### src/rtl/da2_frame_serializer.sv
// Serializes complex DUC samples into 16-bit frames for a dual-channel 12-bit SPI DAC (Pmod DA2).
// A one-deep holding buffer decouples the unstallable sample stream from the frame timing.
module da2_frame_serializer #(
  parameter int CLK_DIV    = 2,
  parameter int QUIET_CYC  = 4,
  parameter bit OFFSET_BIN = 1'b1
) (
  input  logic        clk,
  input  logic        rst_n,
  input  logic        sample_valid,
  input  logic [15:0] sample_re,
  input  logic [15:0] sample_im,
  output logic        dac_sclk,
  output logic        dac_d1,
  output logic        dac_d2,
  output logic        dac_sync_n,
  output logic        busy,
  output logic        frame_done,
  output logic        overrun,
  output logic [15:0] overrun_cnt
);

  typedef enum logic [1:0] {IDLE, SHIFT_HI, SHIFT_LO, QUIET} state_t;

  localparam int MAX_CYC = (CLK_DIV > QUIET_CYC) ? CLK_DIV : QUIET_CYC;
  localparam int CW      = (MAX_CYC > 1) ? $clog2(MAX_CYC) : 1;
  localparam logic [CW-1:0] DIV_LAST   = CW'(CLK_DIV - 1);
  localparam logic [CW-1:0] QUIET_LAST = CW'(QUIET_CYC - 1);
  localparam logic [11:0]   MSB_FLIP   = OFFSET_BIN ? 12'h800 : 12'h000;

  state_t      state_q, state_d;
  logic [CW-1:0] cnt_q, cnt_d;
  logic [3:0]  bit_q, bit_d;
  logic [14:0] sh_re_q, sh_re_d, sh_im_q, sh_im_d;
  logic [11:0] buf_re_q, buf_re_d, buf_im_q, buf_im_d;
  logic        buf_full_q, buf_full_d;
  logic        sclk_q, sclk_d, sync_n_q, sync_n_d;
  logic        d1_q, d1_d, d2_q, d2_d;
  logic        busy_q, busy_d, frame_done_q, frame_done_d, overrun_q, overrun_d;
  logic [15:0] overrun_cnt_q, overrun_cnt_d;
  logic        take;

  // Sub-LSB input bits are dropped by the truncating conversion.
  logic unused_lsbs;
  assign unused_lsbs = ^{sample_re[3:0], sample_im[3:0]};

  always_comb begin
    state_d      = state_q;
    cnt_d        = cnt_q;
    bit_d        = bit_q;
    sh_re_d      = sh_re_q;
    sh_im_d      = sh_im_q;
    sclk_d       = sclk_q;
    sync_n_d     = sync_n_q;
    d1_d         = d1_q;
    d2_d         = d2_q;
    frame_done_d = 1'b0;
    take         = 1'b0;

    case (state_q)
      IDLE: take = buf_full_q;
      SHIFT_HI: begin
        if (cnt_q == DIV_LAST) begin
          cnt_d   = '0;
          sclk_d  = 1'b0;
          state_d = SHIFT_LO;
        end else begin
          cnt_d = cnt_q + 1'b1;
        end
      end
      SHIFT_LO: begin
        if (cnt_q == DIV_LAST) begin
          cnt_d  = '0;
          sclk_d = 1'b1;
          if (bit_q != 4'd0) begin
            bit_d   = bit_q - 1'b1;
            d1_d    = sh_re_q[14];
            d2_d    = sh_im_q[14];
            sh_re_d = {sh_re_q[13:0], 1'b0};
            sh_im_d = {sh_im_q[13:0], 1'b0};
            state_d = SHIFT_HI;
          end else begin
            sync_n_d     = 1'b1;
            d1_d         = 1'b0;
            d2_d         = 1'b0;
            frame_done_d = 1'b1;
            state_d      = QUIET;
          end
        end else begin
          cnt_d = cnt_q + 1'b1;
        end
      end
      QUIET: begin
        if (cnt_q == QUIET_LAST) begin
          cnt_d = '0;
          if (buf_full_q) take = 1'b1;
          else            state_d = IDLE;
        end else begin
          cnt_d = cnt_q + 1'b1;
        end
      end
      default: state_d = IDLE;
    endcase

    // Frame word MSB is always 0 (normal power-down mode), so it is presented directly.
    if (take) begin
      state_d  = SHIFT_HI;
      cnt_d    = '0;
      bit_d    = 4'd15;
      sh_re_d  = {3'b000, buf_re_q};
      sh_im_d  = {3'b000, buf_im_q};
      d1_d     = 1'b0;
      d2_d     = 1'b0;
      sync_n_d = 1'b0;
      sclk_d   = 1'b1;
    end

    buf_re_d   = buf_re_q;
    buf_im_d   = buf_im_q;
    buf_full_d = buf_full_q && !take;
    overrun_d  = 1'b0;
    if (sample_valid) begin
      buf_re_d   = sample_re[15:4] ^ MSB_FLIP;
      buf_im_d   = sample_im[15:4] ^ MSB_FLIP;
      buf_full_d = 1'b1;
      overrun_d  = buf_full_q && !take;
    end

    overrun_cnt_d = overrun_cnt_q;
    if (overrun_d && (overrun_cnt_q != 16'hFFFF)) overrun_cnt_d = overrun_cnt_q + 1'b1;

    busy_d = (state_d != IDLE);
  end

  always_ff @(posedge clk or negedge rst_n) begin
    if (!rst_n) begin
      state_q       <= IDLE;
      cnt_q         <= '0;
      bit_q         <= '0;
      sh_re_q       <= '0;
      sh_im_q       <= '0;
      buf_re_q      <= '0;
      buf_im_q      <= '0;
      buf_full_q    <= 1'b0;
      sclk_q        <= 1'b1;
      sync_n_q      <= 1'b1;
      d1_q          <= 1'b0;
      d2_q          <= 1'b0;
      busy_q        <= 1'b0;
      frame_done_q  <= 1'b0;
      overrun_q     <= 1'b0;
      overrun_cnt_q <= '0;
    end else begin
      state_q       <= state_d;
      cnt_q         <= cnt_d;
      bit_q         <= bit_d;
      sh_re_q       <= sh_re_d;
      sh_im_q       <= sh_im_d;
      buf_re_q      <= buf_re_d;
      buf_im_q      <= buf_im_d;
      buf_full_q    <= buf_full_d;
      sclk_q        <= sclk_d;
      sync_n_q      <= sync_n_d;
      d1_q          <= d1_d;
      d2_q          <= d2_d;
      busy_q        <= busy_d;
      frame_done_q  <= frame_done_d;
      overrun_q     <= overrun_d;
      overrun_cnt_q <= overrun_cnt_d;
    end
  end

  assign dac_sclk    = sclk_q;
  assign dac_sync_n  = sync_n_q;
  assign dac_d1      = d1_q;
  assign dac_d2      = d2_q;
  assign busy        = busy_q;
  assign frame_done  = frame_done_q;
  assign overrun     = overrun_q;
  assign overrun_cnt = overrun_cnt_q;

endmodule

### config.mk
export PLATFORM = sky130hd
export DESIGN_NAME = da2_frame_serializer
export DESIGN_NICKNAME = d
export VERILOG_FILES = /design/src/rtl/da2_frame_serializer.sv
export SDC_FILE = /design/constraint.sdc
export NUM_CORES = 1
export LEC_CHECK = 0
export ABC_AREA = 1
export CORE_MARGIN = 3
export CORE_UTILIZATION = 55
export DETAILED_ROUTE_END_ITERATION = 16
export HOLD_SLACK_MARGIN = 0.12
export PLACE_DENSITY = 0.8
export SYNTH_ARGS = -nofsm -noshare
export SYNTH_HDL_FRONTEND = slang
export SYNTH_SLANG_ARGS = --single-unit
### constraint.sdc
create_clock -name clk -period 3.9 [get_ports clk]
set_input_delay 0.585 -clock clk [delete_from_list [all_inputs] [get_ports clk]]
set_output_delay 0.585 -clock clk [all_outputs]
set_load 0.05 [all_outputs]
Word level (Yosys, flattened, before mapping)

Index checks and enable logic that the tools add are counted.

Bitwise logic cells: 2
$add $sub $neg: 3
Equality and inequality tests: 9
Reduce and logical (&&, ||, !) cells: 16
Muxes and demuxes: 47

Operator list:

| kind                  | count |
|---|---|
| $mux 15               | 8 |
| $mux 1                | 22 |
| $mux 2                | 9 |
| $add 16x1->16 const B | 1 |
| $mux 4                | 4 |
| $ne 16x16->1 const B  | 1 |
| $reduce_and 3->1      | 3 |
| $reduce_bool 2->1     | 4 |
| $eq 2x2->1 const B    | 3 |
| $ne 3x3->1 const B    | 2 |
| $pmux 2 s3            | 1 |
| $reduce_bool 3->1     | 2 |
| $eq 2x1->1 const B    | 2 |
| $pmux 1 s2            | 2 |
| $pmux 2 s2            | 1 |
| $reduce_bool 4->1     | 1 |
| $sub 4x1->4 const B   | 1 |
| $add 2x1->2 const B   | 1 |
| $logic_and 1x1->1     | 2 |
| $logic_not 2->1       | 1 |
| $ne 2x2->1 const B    | 1 |
| $not 1->1             | 2 |
| $reduce_and 2->1      | 1 |
| $reduce_or 2->1       | 1 |
| $logic_not 1->1       | 1 |

Input port bits: 35
Output and inout port bits: 23
Flip-flop bits (word level): 86
Logic and storage cells: 93

Longest topological paths before layout

Depth in word-level cells: 7
Gate-level depth with buffers: 11
Gate-level depth less buffers: 10

Worst setup path before layout

No wires, ideal clock.

Kind: register to register
Start: register overrun_cnt_q[0], in the netlist overrun_cnt[0]
End: register overrun_cnt_q[5], in the netlist overrun_cnt[5]
Arrival time: 1749 ps
Library setup time: 128 ps
Path buffers: 1
Cell stages (with the launch flop): 10
Required time: 3772 ps
Path slack: 2023 ps
Clock period less this slack: 1877 ps
Cells stage by stage: dfrtp_1 -> ha_1 -> nand2_2 -> nor2_4 -> nand2_2 -> nor2_4 -> inv_1 -> nand2_4 -> buf_6 -> o21ai_0

Cells in the longest elaborated chain, start to end: 2
Elaborated cells on any way between the ends: 3
Classes of those cells: 1 x add/sub; 1 x eq/ne; 1 x reduce/logical

RTL lines:

| element                                               | RTL line | RTL |
|---|---|---|
| start, declared                                       | 40       | `logic [15:0] overrun_cnt_q, overrun_cnt_d;` |
| start signal, assigned                                | 169      | `overrun_cnt_q <= overrun_cnt_d;` |
| branches (longest 2 deep; another with $add 16x1->16) | --       |  |

Several ways; the timed one is not identified.
A chain may end at the register's enable or synchronous reset.

Worst setup path after layout

Start: register state_q[0]
End: register d1_q, in the netlist dac_d1

Cells in the longest elaborated chain, start to end: 4
Elaborated cells on any way between the ends: 8
Classes of those cells: 2 x eq/ne; 2 x mux; 4 x reduce/logical

RTL lines:

| element                                              | RTL line | RTL |
|---|---|---|
| start, declared                                      | 31       | `state_t state_q, state_d;` |
| start signal, assigned                               | 154      | `state_q <= state_d;` |
| $eq 2x2->1 / $logic_not 2->1 (equally long branches) | 60       | `case (state_q)` |
| $pmux 1 s2                                           | 60       |  |
| $reduce_bool 2->1 (no source line)                   | --       |  |
| $reduce_and 2->1 (no source line)                    | --       |  |
| end signal, assigned                                 | 147      | `d1_q <= 1'b0;` |
| end signal, assigned                                 | 164      | `d1_q <= d1_d;` |
| end, declared                                        | 38       | `logic d1_q, d1_d, d2_q, d2_d;` |

Parallel ways exist; a longest one is shown, timed or not.

==> out/metrics.cfg <==
[synth]
avgSynthCellArea_um2 = 8.316
yosysSeqAreaShare_pct = 53.31
synth_area_um2 = 4041
yosysTopAreaCell = dfrtp_1
synth_commonest_cells = 192 x nand2_1, 84 x dfrtp_1, 52 x inv_1
syn_nets = 532
synth_top_area_share_pct = 52.01
yosysWarnings = 0
synth-edff-count = 0
yosysMostFrequentCell = nand2_1
synthArstFlopShare_pct = 100.0
synth_flop_cell = dfrtp_1
syn_inst = 486
ys_top_cells_by_area = dfrtp_1 52%, nand2_1 18%, inv_1 4.8%, o21ai_0 4.3%, ha_1 3.4%
ys_seq_elements = 86
ys_types = 27

[sta]
period_needed_ns = 2.506
tightest_slew_ns = 1.052
relSlewSlack_pct = 29.85
tns_ns = 0
setup_viol = 0
rsz0062_at_grt = no
period_share_pct = 64.25
fmax_mhz = 399.1
final-hold-violation-count = 0
clock_skew_ns = 0.008807
slew_violations = 0

[outcome]
status = finished clean

[hold_path]
hp-class = input port to asynchronous set/reset pin

[finish]
utilization_pct = 68.49
syn_to_final_growth_pct = 17.68
drive_above_1_share_pct = 6.134
register_area_um2 = 2155
layout.nets = 579
multiInputGateArea_um2 = 1608
antennaDiodeCount = 0
fillerInstances = 558

[clock_network]
cts_resized = 0
clk_pin_slew_worst_paths_ns = 0.09
cts_buffers = 9
cts_tree = built
worst_skew_pair.late_latency_ns = 0.35
cts_hold_buf = 0
clockBufferDepth = 2
clock_sinks = 86
ctsHtreeMaxLevel = 3
clock-root-buffer = clkbuf_8
cts_setup_buffers = 0

[worst_setup_path]
critical_path_class = flip-flop to flip-flop
crit_fanout = 26
startpoint_type = flip-flop
arrival_ns = 2.78
worstPathRequired_ns = 4.17
critPathCaptureType = flip-flop

[power_and_ir_drop]
vdd_drop_max_mv = 0.1923
p_leak_nw = 2.267
power_density_nw_per_um2 = 396.1

[floorplanning]
initial_utilization_pct = 58.20
die_w_um = 91.72
die_h_um = 91.72
core_um2 = 6944
rows = 30
io-pin-count = 58
dieArea_um2 = 8413

[global_routing]
overflow = 0
track_usage_pct = 19.86
antenna_found_initial = 0
grt_pass1_wl_um = 13660
grt_pass1_vias = 3195
grt_max_degree = 87

[drt]
vias = 3230
dr.pass1.iters = 4
wl_um = 7763
drt_iter0_drc = 205
drc = 0
viasPerCell = 5.095
wl_per_cell_um = 12.24
drtAntennaViolNets = 0

[placement]
io_buffers = 49
dp_hpwl_um = 5399
routabilityCongestion = 0.8876

[flow_run]
drv_cap = 0

[path summary, 6_finish.rpt]
check,slack (ns),from,cells past startpoint,end
worst min-delay path,0.40,rst_n,1,cnt_q[0]
worst max register to register,1.39,state_q[0],8,dac_d1
worst max-delay path,1.39,state_q[0],8,dac_d1
min in group clk,0.48,dac_sclk,2,dac_sclk
worst min register to register,0.48,dac_sclk,2,dac_sclk
max in group asynchronous,2.81,rst_n,1,sh_re_q[12]
[placed cells by master (no fill, tap or decap), types with 5 or more instances in the layout]
master and instances:
clkbuf_8 9, clkdlybuf4s50_1 48, dfrtp_1 84, ha_1 11
inv_1 52, nand2_1 192, nand2_2 5, nand3_1 23
nand4_1 8, nor2_1 19, o211ai_1 13, o21ai_0 35
xnor2_1 5
[report_power, final]
part | leakage (nW) | switching (mW) | internal [mW]
Clock | 0.0868 | 0.326 | 0.236
Sequential | 1.09 | 0.0564 | 0.945
Combinational | 1.09 | 0.207 | 0.114
Total | 2.27 | 0.589 | 1.29
[state kept, by name (all words and copies together) (netlist names)]
register,flops
dac_d2,1
buf_re_q,12
dac_sclk,1
state_q,2
bit_q,4
busy,1
buf_full_q,1
sh_re_q,15
cnt_q,2
buf_im_q,12
overrun_cnt,16
frame_done,1
dac_d1,1
dac_sync_n,1
overrun,1
sh_im_q,15
[through the flow]
step	setup slack, ns	cell area, um2	total power [mW]	cells	hold slack [ns]
2_1_floorplan	2.024	4041	1.209	486	0.2894
3_3_place_gp	1.458	4581	1.329	618	0.4547
3_5_place_dp	1.366	4581	1.342	618	0.4600
4_1_cts	1.364	4756	1.898	634	0.4623
5_1_grt	1.092	4756	1.971	634	0.5033
6_report	1.394	4756	1.884	634	0.3990
[critical path: stages (launching register included)]
cell and delay (ns):
dfrtp_1 0.45, inv_1 0.11, ha_1 0.30, nor2_1 0.05, nand2_2 0.35, inv_2 0.27, nor2_4 0.49, inv_1 0.20
o21ai_0 0.19
[per-layer routing]
metal  track usage, %  up-vias  part of all wire [%]
met5                0        -                     0
met4            8.540        0                   1.6
met3            3.117       12                   5.7
met2            34.63       89                    50
met1            24.42     1505                    42
li1                 -     1624                     -
[cells by family (layout without fill, tap and decap cells)]
group	count (synthesis)	in the layout	synth area share [%]
adders and majority gates	11	11	3.406
AOI/OAI and AO/OA	59	59	8.421
xor gates and xnor gates	7	7	1.517
buffers and inverters	68	120	6.904
and+or+nand+nor	255	255	26.44
DFF	86	86	53.31
[area by class of cell]
class                           count  share of cell area, %
Sequential cell                    86                  45.30
Multi-Input combinational cell    332                  33.81
Inverter                           54                  4.262
Clock buffer                       10                  2.683
Tap cell                           96                  2.526
Timing Repair Buffer               50                  10.42
Clock inverter                      6                 0.9997
No activity file was read; power rests on OpenSTA's default activity.
